## config.mk

```make
export PLATFORM = sky130hd
export DESIGN_NAME = store_buffer_flat
export DESIGN_NICKNAME = d
export VERILOG_FILES = /design/src/rtl/store_buffer_if.sv /design/src/rtl/store_buffer.sv /design/src/flat_wrapper.sv
export SDC_FILE = /design/constraint.sdc
export NUM_CORES = 1
export LEC_CHECK = 0
export BUFFER_PORTS_ARGS = -buffer_cell sky130_fd_sc_hd__buf_4
export CAP_MARGIN = 20
export CORE_MARGIN = 2
export CORE_UTILIZATION = 40
export CTS_BUF_LIST = sky130_fd_sc_hd__clkbuf_4
export DETAILED_ROUTE_END_ITERATION = 8
export PLACE_DENSITY = 0.66
export SYNTH_ARGS = -nofsm -noshare
export SYNTH_HDL_FRONTEND = slang
export SYNTH_SLANG_ARGS = --single-unit
```

## constraint.sdc

```tcl
create_clock -name clk -period 7.1 [get_ports clk]
set_input_delay 1.42 -clock clk [delete_from_list [all_inputs] [get_ports clk]]
set_output_delay 1.42 -clock clk [all_outputs]
set_load 0.005 [all_outputs]
```

## src/rtl/store_buffer_if.sv

```systemverilog
// Core/memory-side bundle for the store buffer.
// The slave modport belongs to the buffer; the master modport belongs to the core/memory environment.
interface store_buffer_if #(
  parameter int CW = 3
);
  logic          we;
  logic [31:0]   adr;
  logic [31:0]   wdata;
  logic [31:0]   rdata;
  logic          full;
  logic          overflow;
  logic [CW-1:0] count;
  logic          mem_valid;
  logic          mem_ready;
  logic [31:0]   mem_adr;
  logic [31:0]   mem_wdata;
  logic [31:0]   mem_radr;
  logic [31:0]   mem_rdata;

  modport master (
    output we, adr, wdata, mem_ready, mem_rdata,
    input  rdata, full, overflow, count, mem_valid, mem_adr, mem_wdata, mem_radr
  );

  modport slave (
    input  we, adr, wdata, mem_ready, mem_rdata,
    output rdata, full, overflow, count, mem_valid, mem_adr, mem_wdata, mem_radr
  );
endinterface

```

## src/rtl/store_buffer.sv

```systemverilog
// Circular store buffer between core and backing memory, with
// youngest-match load forwarding and a sticky overflow flag.
module store_buffer #(
  parameter int DEPTH = 4,
  parameter int CW    = $clog2(DEPTH) + 1
) (
  input logic           clk,
  input logic           reset,
  store_buffer_if.slave bus
);
  localparam int            PW       = $clog2(DEPTH);
  localparam logic [CW-1:0] FULL_CNT = CW'(DEPTH);

  logic [PW-1:0] head;
  logic [PW-1:0] tail;
  logic [CW-1:0] count_q;
  logic          overflow_q;
  logic          pop;
  logic          push;
  logic [PW-1:0] slot;
  logic [31:0]   fwd;

  // Entries hold the word address only; the byte offset is always zero.
  logic [29:0] word_q [DEPTH];
  logic [31:0] data_q [DEPTH];

  assign pop  = (count_q != '0) & bus.mem_ready;
  assign push = bus.we & ((count_q < FULL_CNT) | pop);

  always_ff @(posedge clk or posedge reset) begin
    if (reset) begin
      head       <= '0;
      tail       <= '0;
      count_q    <= '0;
      overflow_q <= 1'b0;
    end else begin
      if (pop)
        head <= head + PW'(1);
      if (push)
        tail <= tail + PW'(1);
      if (push & ~pop)
        count_q <= count_q + CW'(1);
      else if (pop & ~push)
        count_q <= count_q - CW'(1);
      if (bus.we & ~push)
        overflow_q <= 1'b1;
    end
  end

  always_ff @(posedge clk) begin
    if (push) begin
      word_q[tail] <= bus.adr[31:2];
      data_q[tail] <= bus.wdata;
    end
  end

  // Walk oldest to youngest over valid slots so the last hit is the youngest store.
  always_comb begin
    fwd  = bus.mem_rdata;
    slot = head;
    for (int i = 0; i < DEPTH; i++) begin
      slot = head + PW'(i);
      if ((CW'(i) < count_q) && (word_q[slot] == bus.adr[31:2]))
        fwd = data_q[slot];
    end
  end

  assign bus.rdata     = fwd;
  assign bus.count     = count_q;
  assign bus.full      = (count_q == FULL_CNT);
  assign bus.overflow  = overflow_q;
  assign bus.mem_valid = (count_q != '0);
  assign bus.mem_adr   = {word_q[head], 2'b00};
  assign bus.mem_wdata = data_q[head];
  assign bus.mem_radr  = bus.adr;
endmodule

```

## src/flat_wrapper.sv

```systemverilog
// flat-port wrapper written by rule: the top's interface ports become plain ports
module store_buffer_flat 
#(
  parameter int DEPTH = 4,
  parameter int CW    = $clog2(DEPTH) + 1
)
  (clk, reset, bus_we, bus_adr, bus_wdata, bus_mem_ready, bus_mem_rdata, bus_rdata, bus_full, bus_overflow, bus_count, bus_mem_valid, bus_mem_adr, bus_mem_wdata, bus_mem_radr);
  store_buffer_if #(.CW(CW)) bus_i ();
  input logic clk;
  input logic reset;
  input wire logic [$bits(bus_i.we)-1:0] bus_we;
  input wire logic [$bits(bus_i.adr)-1:0] bus_adr;
  input wire logic [$bits(bus_i.wdata)-1:0] bus_wdata;
  input wire logic [$bits(bus_i.mem_ready)-1:0] bus_mem_ready;
  input wire logic [$bits(bus_i.mem_rdata)-1:0] bus_mem_rdata;
  output wire logic [$bits(bus_i.rdata)-1:0] bus_rdata;
  output wire logic [$bits(bus_i.full)-1:0] bus_full;
  output wire logic [$bits(bus_i.overflow)-1:0] bus_overflow;
  output wire logic [$bits(bus_i.count)-1:0] bus_count;
  output wire logic [$bits(bus_i.mem_valid)-1:0] bus_mem_valid;
  output wire logic [$bits(bus_i.mem_adr)-1:0] bus_mem_adr;
  output wire logic [$bits(bus_i.mem_wdata)-1:0] bus_mem_wdata;
  output wire logic [$bits(bus_i.mem_radr)-1:0] bus_mem_radr;
  assign bus_i.we = bus_we;
  assign bus_i.adr = bus_adr;
  assign bus_i.wdata = bus_wdata;
  assign bus_i.mem_ready = bus_mem_ready;
  assign bus_i.mem_rdata = bus_mem_rdata;
  assign bus_rdata = bus_i.rdata;
  assign bus_full = bus_i.full;
  assign bus_overflow = bus_i.overflow;
  assign bus_count = bus_i.count;
  assign bus_mem_valid = bus_i.mem_valid;
  assign bus_mem_adr = bus_i.mem_adr;
  assign bus_mem_wdata = bus_i.mem_wdata;
  assign bus_mem_radr = bus_i.mem_radr;
  store_buffer #(.DEPTH(DEPTH), .CW(CW)) u_core (.clk(clk), .reset(reset), .bus(bus_i));
endmodule
```

; ---- Yosys cells after proc, flatten, opt, wreduce, memory -nomap -nowiden
; Memory sizes are Yosys's and may differ from the RTL's.
; Cells that the tools add are included.
[totals]
ff_bits = 8
mem_bits_rw = 248
in_bits = 100
wordCells = 44
memories = 2
[op_classes]
n_addsub = 6
order_cmp = 5
n_eq_ne = 5
mux = 8
n_bitwise = 8
reduce_logical = 6
[mem_list]
columns = name, words, width, read_ports, rd_ports_with_merged_regs, wr, line
row1 = u_core.data_q, 4, 32, 4, 0, 1, store_buffer.sv:25  ; logic [31:0] data_q [DEPTH];
row2 = u_core.word_q, 4, 30, 4, 0, 1, store_buffer.sv:24  ; logic [29:0] word_q [DEPTH];
[op_table]
columns = cell, n
row1 = 2-to-1 mux 32 bit, 4
row2 = == test 30 bit, 4
row3 = "< comparator 1 x 3 -> 1 bit, first input constant", 2
row4 = "< comparator 2 x 3 -> 1 bit, first input constant", 2
row5 = 2-to-1 mux 3 bit, 2
row6 = AND 1 bit, 5
row7 = "adder 2 x 1 -> 2 bit, second input constant", 2
row8 = "adder 2 bit, second input constant", 2
row9 = logical AND 1 bit, 4
row10 = "adder 3 x 1 -> 3 bit, second input constant", 1
row11 = "== test 3 bit, second input constant", 1
row12 = "< comparator 3 bit, second input constant", 1
row13 = nonzero test 3 bit, 1
row14 = "subtractor 3 x 1 -> 3 bit, second input constant", 1
row15 = 2-to-1 mux 1 bit, 2
row16 = NOT 1 bit, 2
row17 = nonzero test 2 bit, 1
row18 = bitwise OR 1 bit, 1

; ---- Logic depth before layout (Yosys ltp)
; Gate-level depths: netlist (run 1).
[depth]
word_depth = 8
depth_mapped = 16
ltp_nobuf = 9

; ---- Worst setup path after synthesis (run 1)
; Ideal clock, no wire load.
[synth_timing]
kind = input-to-output
from = input bus_adr[9]
to = output bus_rdata[22]
arrival_time_ps = 3541
path_slack_ps = 2139
path_stages = 9
path_cell_list = clkbuf_1 > a22o_1 > a2111oi_0 > a31oi_1 > or4_1 > o211a_2 > buf_6 > a22o_1 > nor3_2
[synth_between]
elab_chain_cells = 6
word_cells_on_any_way = 12
cone_classes = eq/ne: 4 / mux: 4 / reduce/logical: 4
[synth_rtl]
columns = element, line
row1 = "start, declared", flat_wrapper.sv:12  ; input wire logic [$bits(bus_i.adr)-1:0] bus_adr;
row2 = == test 30 bit, store_buffer.sv:63  ; if ((CW'(i) < count_q) && (word_q[slot] == bus.adr[31:2]))
row3 = logical AND 1 bit, store_buffer.sv:63
row4 = 2-to-1 mux 32 bit (3 in series), store_buffer.sv:63
row5 = 2-to-1 mux 32 bit (*), store_buffer.sv:63
row6 = "end, declared", flat_wrapper.sv:16  ; output wire logic [$bits(bus_i.rdata)-1:0] bus_rdata;
; Mark *: on every way between the ends. The rest lies on a longest branch, timed or not.

; ---- Worst setup path after layout (run 1)
[layout_timing]
from = register u_core.head[1]
to = output bus_rdata[29]
[layout_between]
elab_chain_cells = 7
word_cells_on_any_way = 17
cone_classes = add/sub: 3 / eq/ne: 4 / mux: 4 / reduce/logical: 4 / memory: 2
[layout_rtl]
columns = element, line
row1 = "start, declared", store_buffer.sv:14  ; logic [PW-1:0] head;
row2 = "start signal, assigned", store_buffer.sv:38  ; head <= head + PW'(1);
row3 = adder 2 x 1 -> 2 bit / memory read (4 x 30 bit) (equally long branches), n/a
row4 = memory read (4 x 30 bit) / == test 30 bit (equally long branches), n/a
row5 = == test 30 bit / logical AND 1 bit (equally long branches), store_buffer.sv:63
row6 = logical AND 1 bit / 2-to-1 mux 32 bit (equally long branches), store_buffer.sv:63
row7 = 2-to-1 mux 32 bit (2 in series), store_buffer.sv:63
row8 = 2-to-1 mux 32 bit (*), store_buffer.sv:63
; Marks and branches as above.

==> results of run 1 <==
-- through the flow --
| step | hold WS [ps] | util [%] | instances |
|---|---|---|---|
| 6_report | 483.9 | 46.48 | 2257 |
| 5_1_grt | 498.9 | 46.48 | 2257 |
| 4_1_cts | 487.6 | 46.48 | 2256 |
| 3_5_place_dp | 470.3 | 44.29 | 2125 |
| 3_3_place_gp | 465.4 | 44.29 | 2125 |
| 2_1_floorplan | 466.3 | - | 1489 |
-- layer usage --
| metal | vias up | wire [microns] | global-route usage [%] |
|---|---|---|---|
| li1 | 5917 | - | - |
| met1 | 6214 | 19990 | 28.08 |
| met2 | 523 | 22320 | 34.07 |
| met3 | 108 | 4062 | 5.327 |
| met4 | 0 | 1766 | 10.22 |
| met5 | - | 0 | 0 |
-- critical path: stages, from the launching register on --
cell       delay, ps
dfrtp_4          620
buf_12           390
mux4_1           630
xnor2_1          440
nand4_1          160
nor4_1           250
nand4_1          120
nand4bb_2        220
buf_4            270
o211a_2          470
a22o_1           320
nor3_2           320
buf_4            170
-- state kept, by name, indices dropped and copies added (netlist names) --
| signal | cells |
|---|---|
| u_core.bus.count | 3 |
| u_core.bus.overflow | 1 |
| u_core.data_q | 128 |
| u_core.head | 2 |
| u_core.tail | 2 |
| u_core.word_q | 120 |
-- synthesized netlist by cell type, drive strengths merged, types with 2 or more instances --
cell	count
a2111oi	5
a211oi	7
a21oi	115
a221oi	11
a22o	35
a22oi	4
a31oi	2
and2	8
and3	4
buf	101
clkbuf	48
dfrtp	8
edfxtp	248
ha	9
inv	23
mux2	62
mux2i	271
mux4	20
nand2	182
nand3	3
nand4	18
nor2	67
nor2b	2
nor3	35
nor4	7
o2111ai	4
o21ai	49
o221ai	9
o22ai	10
o2bb2ai	5
o31ai	2
or3	3
xnor2	69
xor2	22
-- final cells by class --
cell class                 count  area, sq um
fill                        3858        22350
clock inverter                32        170.2
multi-input combinational   1061         8203
sequential                   256         7655
antenna                        1        2.502
inverter                      23        91.34
clock buffer                  99        743.2
timing repair buffer         246         1872
tap                          539        674.4
-- kinds of logic (layout without fill, tap and decap cells) --
logic type | Yosys count | count (layout) | share of synthesized area (%)
buf+inv | 172 | 400 | 6.228
simple gates | 337 | 337 | 9.705
xor+xnor | 91 | 91 | 4.723
other cells | 1 | 3 | 0.02222
mux | 353 | 353 | 23.13
compound gates | 269 | 269 | 10.21
flops | 256 | 256 | 45.31
fa+ha+maj | 9 | 9 | 0.6673
-- power breakdown --
part	switching [mW]	internal (mW)
clock	0.656	0.691
sequential	0.220	1.97
combinational	2.34	1.72
-- how the worst max path moves through the flow --
stage,from,endpoint,slack [ps],depth (start not counted)
3_3_place_gp,u_core.head[1],bus_rdata[29],1350,12
5_1_grt,u_core.head[1],bus_rdata[29],230,12
6_report,u_core.head[1],bus_rdata[29],460,12
3_5_place_dp,u_core.head[1],bus_rdata[29],1290,12
4_1_cts,u_core.head[1],bus_rdata[29],450,12
2_1_floorplan,bus_adr[9],bus_rdata[22],2140,9
==> metrics.csv, run 1 <==
stage,metric,value,unit
run_status,status,completed,
sta,finalSetupTns,0,ps
die,rows,75,
sta,finalCritPeriodShare,93.58,%
grt,grt_max_degree,131,
cts,cts_buffers,74,
synth,yosys.cell_types.count,69,
placement,dp_hpwl,32.93,mm
sta,fin_ws,455.7,ps
synth,synth_flop_cell,edfxtp_1,
worst_setup_path,worstSetupPathType,reg -> out,
power_and_ir_drop,max-vdd-ir-drop,295.3,uV
detailed_routing,drtIter0Drc,971,
cts,root_buffer,clkbuf_4,
cts,post_cts_resized,0,
worst_setup_path,arrival,5220,ps
detailed_routing,wl_per_cell,21.33,microns
cts,cts_tree,done,
placement,gp_congestion,0.9208,
cts,cts_num_sinks,256,
worst_setup_path,cp-start-kind,flip-flop,
cts,holdBufCountCts,0,
synth,synth_edf_count,248,
die,dieHeight,209.4,microns
synth,synthTopCellsByArea,"edfxtp_1, mux2i_1, nand2_1",
die,io_pins,234,
synth,synthArstFlopShare,3.125,%
layout,finalInstanceArea,19410,sq um
layout,final_common_cell,mux2i_1,
die,core_area,41760,sq um
power_and_ir_drop,cellLeakagePower,7.800,nW
sta,max_freq,150.5,MHz
cts,clock_path_buffers,3,
synth,avgSynthCellArea,11.34,sq um
sta,rsz0062_at_grt,false,
layout,layout-drive-gt1-share,28.31,%
cts,postCtsSetupBuffers,0,
placement,pre_cts_slack,1295,ps
die,design.die.area,43850,sq um
grt,gr-usage-all-layers,21.63,%
worst_hold_path,hold_path_end,u_core.bus.overflow,
layout,nets,1771,
detailed_routing,via_per_inst,5.654,
synth,ys_warn_count,0,
layout,areaGrowthSynthToFinish,15.02,%
synth,netlist_area,16880,sq um
worst_hold_path,min-delay-path-class,reg -> reg,
cts,clk_transition_reported_paths,60,ps
sta,min_period,6644,ps
sta,hold_viol,0,
power_and_ir_drop,power_density,391.1,nW/um^2
synth,ys_seq_elements,256,
grt,grt_overflow,0,
synth,syn_inst,1488,
grt,grt_antenna_before_repair,1,
worst_setup_path,endpoint_kind,output port,
worst_setup_path,rr_startpoint,u_core.bus.count[2],
power_and_ir_drop,power,7.592,mW
detailed_routing,drtAntennaViolNets,0,
detailed_routing,wirelength,48.14,mm
grt,grt_pass1_vias,12680,
sta,fin_skew,44.50,ps
placement,port_buffers,227,
worst_setup_path,cp_data_required_time,5680,ps
worst_setup_path,reg2regPathDepth,3,
worst_setup_path,worstReg2RegEnd,u_core.data_q[1][3],
worst_setup_path,reg2reg_slack,4370,ps
detailed_routing,dr_total_vias,12760,
worst_hold_path,min_path_cells,1,
sta,worst_slew_pin_slew,901.7,ps
die,die_w,209.4,microns
detailed_routing,firstDrtPassIters,5,
worst_setup_path,critPathMaxFanout,63,
cts,clk_latency,770,ps
placement,placed_cell_area,18500,sq um
grt,grt_pass1_wl,72.72,mm
worst_hold_path,hold_start,u_core.bus.overflow,
die,start_util,40.41,%
sta,setup_viol,0,
flow_run,cap_viol_max_count,0,
synth,synth_top_cell_area_share,44.13,%
synth,synth_top_area_cell,edfxtp_1,
sta,drv_slew,0,
sta,slew_headroom,39.89,%
synth,yosysSeqAreaShare,45.31,%
cts,htree_levels,3,
layout,final_cell_mix,"mux2i_1, edfxtp_1, buf_4",
detailed_routing,drc_errors,0,
Note: power is estimated with default switching activity, not from simulation.
==> run 2, diff against run 1 <==
- CORE_ASPECT_RATIO: not set -> 1.5
==> run 2 against run 1 <==
  * Register-to-register slack worse by 250 ps
  * Sequential power fell by 2%
  * Largest power group unchanged
  * Via count shrank 1.6%
  * Critical path type unchanged
  * Fmax grew 0.39%
  * Critical endpoint is now bus_rdata[30]
==> metrics.csv, run 2 (synthesized netlist as in run 1, its figures left out) <==
stage,metric,value,unit,change
detailed_routing,drtIter0Drc,737,,-24%
sta,setup_viol,0,,unchanged
die,start_util,40.39,%,about the same
cts,clock_path_buffers,3,,unchanged
worst_hold_path,hold_start,u_core.bus.overflow,,
placement,dp.cells,2148,,+1.1%
sta,worst_slew_pin_slew,1026,ps,+124.8 ps
worst_setup_path,cp_data_required_time,5680,ps,about the same
cts,cts_tree,done,,
sta,max_freq,151.1,MHz,+0.39%
worst_setup_path,worstSetupStartpoint,u_core.head[1],,
detailed_routing,dr_total_vias,12560,,-1.6%
cts,clk_transition_reported_paths,70,ps,about the same
power_and_ir_drop,power_density,384.6,nW/um^2,-1.7%
sta,drv_slew,0,,unchanged
detailed_routing,drc_errors,0,,unchanged
sta,finalCritPeriodShare,93.22,%,-0.37 points
detailed_routing,drtAntennaViolNets,0,,unchanged
grt,grt_max_degree,117,,-11%
cts,postCtsSetupBuffers,0,,unchanged
grt,grt_pass1_vias,12700,,+0.16%
placement,port_buffers,227,,unchanged
detailed_routing,via_per_inst,5.575,,-1.4%
detailed_routing,wirelength,48.14,mm,about the same
worst_setup_path,critPathMaxFanout,61,,-3.2%
worst_setup_path,rr_startpoint,u_core.bus.count[2],,
sta,fin_ws,481.7,ps,+25.92 ps
cts,post_cts_resized,0,,unchanged
placement,placed_cell_area,18510,sq um,about the same
worst_setup_path,reg2reg_slack,4120,ps,-250 ps
worst_setup_path,worstSetupPathType,reg -> out,,
sta,rsz0062_at_grt,false,,
detailed_routing,firstDrtPassIters,5,,unchanged
layout,nets,1758,,-0.73%
die,design.die.area,43880,sq um,about the same
sta,hold_viol,0,,unchanged
grt,grt_overflow,0,,unchanged
layout,finalInstanceArea,19300,sq um,-0.59%
worst_hold_path,min-delay-path-class,reg -> reg,,
cts,cts_buffers,61,,-18%
power_and_ir_drop,cellLeakagePower,7.712,nW,-1.1%
layout,fillers,3867,,+0.23%
worst_setup_path,endpoint_kind,output port,,
layout,register_area,7655,sq um,unchanged
layout,layout-drive-gt1-share,27.45,%,-0.86 points
die,core_area,41790,sq um,about the same
layout,final_cell_mix,"mux2i_1, edfxtp_1, buf_4",,
grt,grt_antenna_before_repair,1,,unchanged
die,dieHeight,255.6,microns,+22%
die,io_pins,234,,unchanged
sta,slew_headroom,31.57,%,-8.3 points
cts,htree_levels,2,,-1
layout,multi_input_area,8200,sq um,about the same
worst_setup_path,arrival,5200,ps,-20 ps
die,rows,92,,+23%
flow_run,cap_viol_max_count,0,,unchanged
placement,dp_hpwl,33.83,mm,+2.7%
power_and_ir_drop,power,7.423,mW,-2.2%
cts,holdBufCountCts,0,,unchanged
detailed_routing,wl_per_cell,21.38,microns,+0.23%
run_status,status,completed,,
layout,final_common_cell,mux2i_1,,
cts,clk_latency,730,ps,-40 ps
grt,gr-usage-all-layers,21.42,%,-0.21 points
layout,largest_reg_flops,128,,unchanged
placement,gp_congestion,0.9616,,+4.4%
layout,layoutNonFillerInstCount,2252,,-0.22%
cts,cts_num_sinks,256,,unchanged
layout,regMostFlops,u_core.data_q,,
sta,fin_skew,31.66,ps,-12.84 ps
sta,finalSetupTns,0,ps,unchanged
power_and_ir_drop,max-vdd-ir-drop,250.3,uV,-15%
die,die_w,171.7,microns,-18%
placement,pre_cts_slack,1330,ps,+35.35 ps
sta,min_period,6618,ps,-25.92 ps
cts,root_buffer,clkbuf_4,,
worst_setup_path,cp-start-kind,flip-flop,,
grt,grt_pass1_wl,71.76,mm,-1.3%
layout,areaGrowthSynthToFinish,14.35,%,
[run 2: cell types whose count changed in the layout (fill, tap and decap cells not counted), sizes merged]
cell and delta:
clkinvlp -3, clkinv -12, inv -2, clkbuf -13
[run 2: final cells by class]
cell class,instances,area share (%)
Antenna cell,1,0.01297
Clock buffer,86,3.346
Clock inverter,15,0.4409
Inverter,23,0.4733
Multi-Input combinational cell,1061,42.49
Sequential cell,256,39.67
Tap cell,564,3.657
Timing Repair Buffer,246,9.907
[run 2: metal layers]
metal  share of wire (%)  vias to the layer above  GRT usage [%]
li1                    -                     5868              -
met5                   0                        -              0
met4                 4.9                        0          11.32
met1                  37                     6088          23.53
met3                 5.6                      116          3.216
met2                  52                      484          39.09
[run 2: final timing paths]
path,end,cells past startpoint
min,u_core.bus.overflow,1
min in group asynchronous,u_core.tail[1],2
min reg2reg,u_core.bus.overflow,1
max,bus_rdata[30],11
max in group asynchronous,u_core.head[1],2
max reg2reg,u_core.word_q[1][12],3
[run 2: worst max-delay path: stages (launching register included)]
cell	delay [ps]
dfrtp_4	750
buf_12	390
mux2i_1	370
nor2_1	90
a21oi_1	140
o221ai_1	180
a2111oi_0	860
nand4_1	470
o211a_2	480
a22o_1	330
nor3_1	200
buf_4	140
[run 2: power by group]
group          internal, mW  switching, mW  leakage, nW  total (mW)
Clock                 0.586          0.571        0.439        1.16
Sequential             1.97          0.181         2.36        2.15
Combinational          1.73           2.39         4.91        4.12
Total                  4.29           3.14         7.71        7.42
[run 2: per-stage QoR]
step	hold WS (ps)	utilization, %
2_1_floorplan	466.3	-
3_3_place_gp	456.6	44.30
3_5_place_dp	470.8	44.30
4_1_cts	486.9	46.04
5_1_grt	509.0	46.18
6_report	483.7	46.18
==> run 3, diff against run 2 <==
- CORE_UTILIZATION: 40 -> 65
- PLACE_DENSITY: 0.66 -> 0.95
==> run 3 against run 2 <==
  * Final cell count fell by 10%
  * Setup slack improved by 50 ps
  * Total power fell by 1.9%
  * Via count rose by 2.7%
  * Largest power group unchanged
  * Highest routed layer unchanged
==> metrics.csv, run 3 (synthesized netlist as in run 1, its figures left out) <==
stage,metric,value,unit,change
detailed_routing,dr_total_vias,12900,,+2.7%
placement,gp_congestion,1.014,,+5.4%
cts,clock_path_buffers,3,,unchanged
detailed_routing,wl_met2,23.60,mm,-6.5%
detailed_routing,firstDrtPassIters,6,,+1
cts,cts_tree,done,,
cts,clk_transition_reported_paths,70,ps,about the same
die,design.die.area,27300,sq um,-38%
sta,fin_skew,57.08,ps,+25.41 ps
die,io_pins,234,,unchanged
worst_setup_path,critPathTopFamily,simple AND/OR/NAND/NOR gates,,
sta,whs,480.9,ps,-2.813 ps
layout,layout-drive-gt1-share,26.99,%,-0.45 points
worst_setup_path,critPathMaxStageDelay,1020,ps,+160 ps
die,dieHeight,201.3,microns,-21%
sta,hold_viol,0,,unchanged
sta,drv_slew,0,,unchanged
worst_setup_path,arrival,5150,ps,-50 ps
flow_run,cap_viol_max_count,0,,unchanged
cts,cts_buffers,56,,-8.2%
worst_setup_path,cp-start-kind,flip-flop,,
sta,worst_slew_pin_slew,959.2,ps,-67.22 ps
detailed_routing,drtIter0Drc,1121,,+52%
detailed_routing,dr_wl_met3,3.306,mm,+22%
worst_setup_path,path_buf_inv,3,,+1
cts,postCtsSetupBuffers,0,,unchanged
placement,dp_hpwl,31.49,mm,-6.9%
sta,rsz0062_at_grt,false,,
detailed_routing,drc_errors,0,,unchanged
cts,holdBufCountCts,0,,unchanged
detailed_routing,wirelength,45.11,mm,-6.3%
worst_setup_path,worstSetupPathType,reg -> out,,
grt,grt_antenna_before_repair,2,,+1
layout,postLayoutCoreUtil,73.58,%,+27 points
worst_setup_path,path_common_cell,buf_4,,
detailed_routing,drtAntennaViolNets,0,,unchanged
sta,setup_viol,0,,unchanged
power_and_ir_drop,power,7.285,mW,-1.9%
grt,gr-usage-all-layers,32.61,%,+11 points
grt,grt_overflow,0,,unchanged
layout,fillers,1723,,-55%
cts,post_cts_resized,0,,unchanged
cts,htree_levels,2,,unchanged
grt,grt_pass1_vias,13120,,+3.3%
placement,port_buffers,227,,unchanged
die,die_w,135.6,microns,-21%
sta,min_period,6568,ps,-50.35 ps
detailed_routing,wl_per_cell,22.36,microns,+4.6%
die,core_area,25670,sq um,-39%
power_and_ir_drop,power_density,385.6,nW/um^2,+0.25%
sta,finalSetupTns,0,ps,unchanged
detailed_routing,m1WireLength,15.47,mm,-13%
cts,clk_latency,730,ps,about the same
layout,nets,1752,,-0.34%
grt,grt_max_degree,86,,-26%
run_status,status,completed,,
cts,cts_num_sinks,256,,unchanged
cts,root_buffer,clkbuf_4,,
worst_setup_path,endpoint_kind,output port,,
die,rows,72,,-22%
layout,final_cell_mix,"mux2i_1, edfxtp_1, buf_4",,
die,start_util,65.73,%,+25 points
worst_setup_path,critPathSlowestCell,dfrtp_4,,
layout,areaGrowthSynthToFinish,11.94,%,
power_and_ir_drop,cellLeakagePower,7.652,nW,-0.78%
layout,final_common_cell,mux2i_1,,
detailed_routing,via_per_inst,6.394,,+15%
sta,max_freq,152.3,MHz,+0.77%
power_and_ir_drop,max-vdd-ir-drop,213.8,uV,-15%
sta,finalCritPeriodShare,92.51,%,-0.71 points
layout,largest_reg_flops,128,,unchanged
worst_setup_path,critPathMaxFanout,63,,+3.3%
worst_setup_path,path_cells,buf_4 > mux4_1 > xnor2_1 > nand4_1 > nor4_1 > nand4_1 > nand4bb_2 > nand2_1 > buf_4 > a21oi_1 > nor3_1 > buf_4,,
grt,grt_pass1_wl,68.86,mm,-4.0%
worst_hold_path,min-delay-path-class,reg -> reg,,
detailed_routing,highest_layer,met4,,
sta,slew_headroom,36.05,%,+4.5 points
worst_setup_path,cp_data_required_time,5680,ps,about the same
layout,regMostFlops,u_core.data_q,,
-- run 3: where the power goes --
part | leakage [nW] | switching, mW | internal, mW
clock network | 0.398 | 0.553 | 0.506
logic | 4.89 | 2.30 | 1.71
registers | 2.36 | 0.244 | 1.97
total | 7.65 | 3.10 | 4.19
-- run 3: worst paths after layout --
kind / to / cells past startpoint / slack [ps] / from
setup / recovery: bus_rdata[30] / 12 / 530 / u_core.head[0]
hold / removal: u_core.bus.overflow / 1 / 480 / u_core.bus.overflow
setup reg to reg: u_core.data_q[1][3] / 3 / 4350 / u_core.bus.count[2]
hold reg to reg: u_core.bus.overflow / 1 / 480 / u_core.bus.overflow
max in group asynchronous: u_core.head[1] / 2 / 6190 / reset
min in group asynchronous: u_core.bus.count[2] / 2 / 640 / reset
-- run 3: stage by stage --
| step | std cells | area (sq um) | setup WS [ps] |
|---|---|---|---|
| after floorplan | 1489 | 16880 | 2139 |
| after global placement | 1918 | 18230 | 1466 |
| after detailed placement | 1918 | 18230 | 1450 |
| after CTS | 2015 | 18890 | 636.9 |
| after global routing | 2017 | 18890 | 373.0 |
| final | 2017 | 18890 | 532.0 |
-- run 3: layout make-up --
type	instances	area (sq um)	share of cell area (%)
sequential	256	7655	40.52
clock inverter	19	76.32	0.4040
tap	333	416.7	2.205
timing repair buffer	245	1864	9.868
inverter	23	91.34	0.4835
antenna	2	5.005	0.02649
clock buffer	78	585.6	3.100
multi-input combinational	1061	8198	43.39
-- run 3: per-layer routing --
metal,GRT usage (%),up-vias
met5,0,-
met4,20.13,0
met3,5.745,164
met2,58.69,672
met1,34.86,6185
li1,-,5876
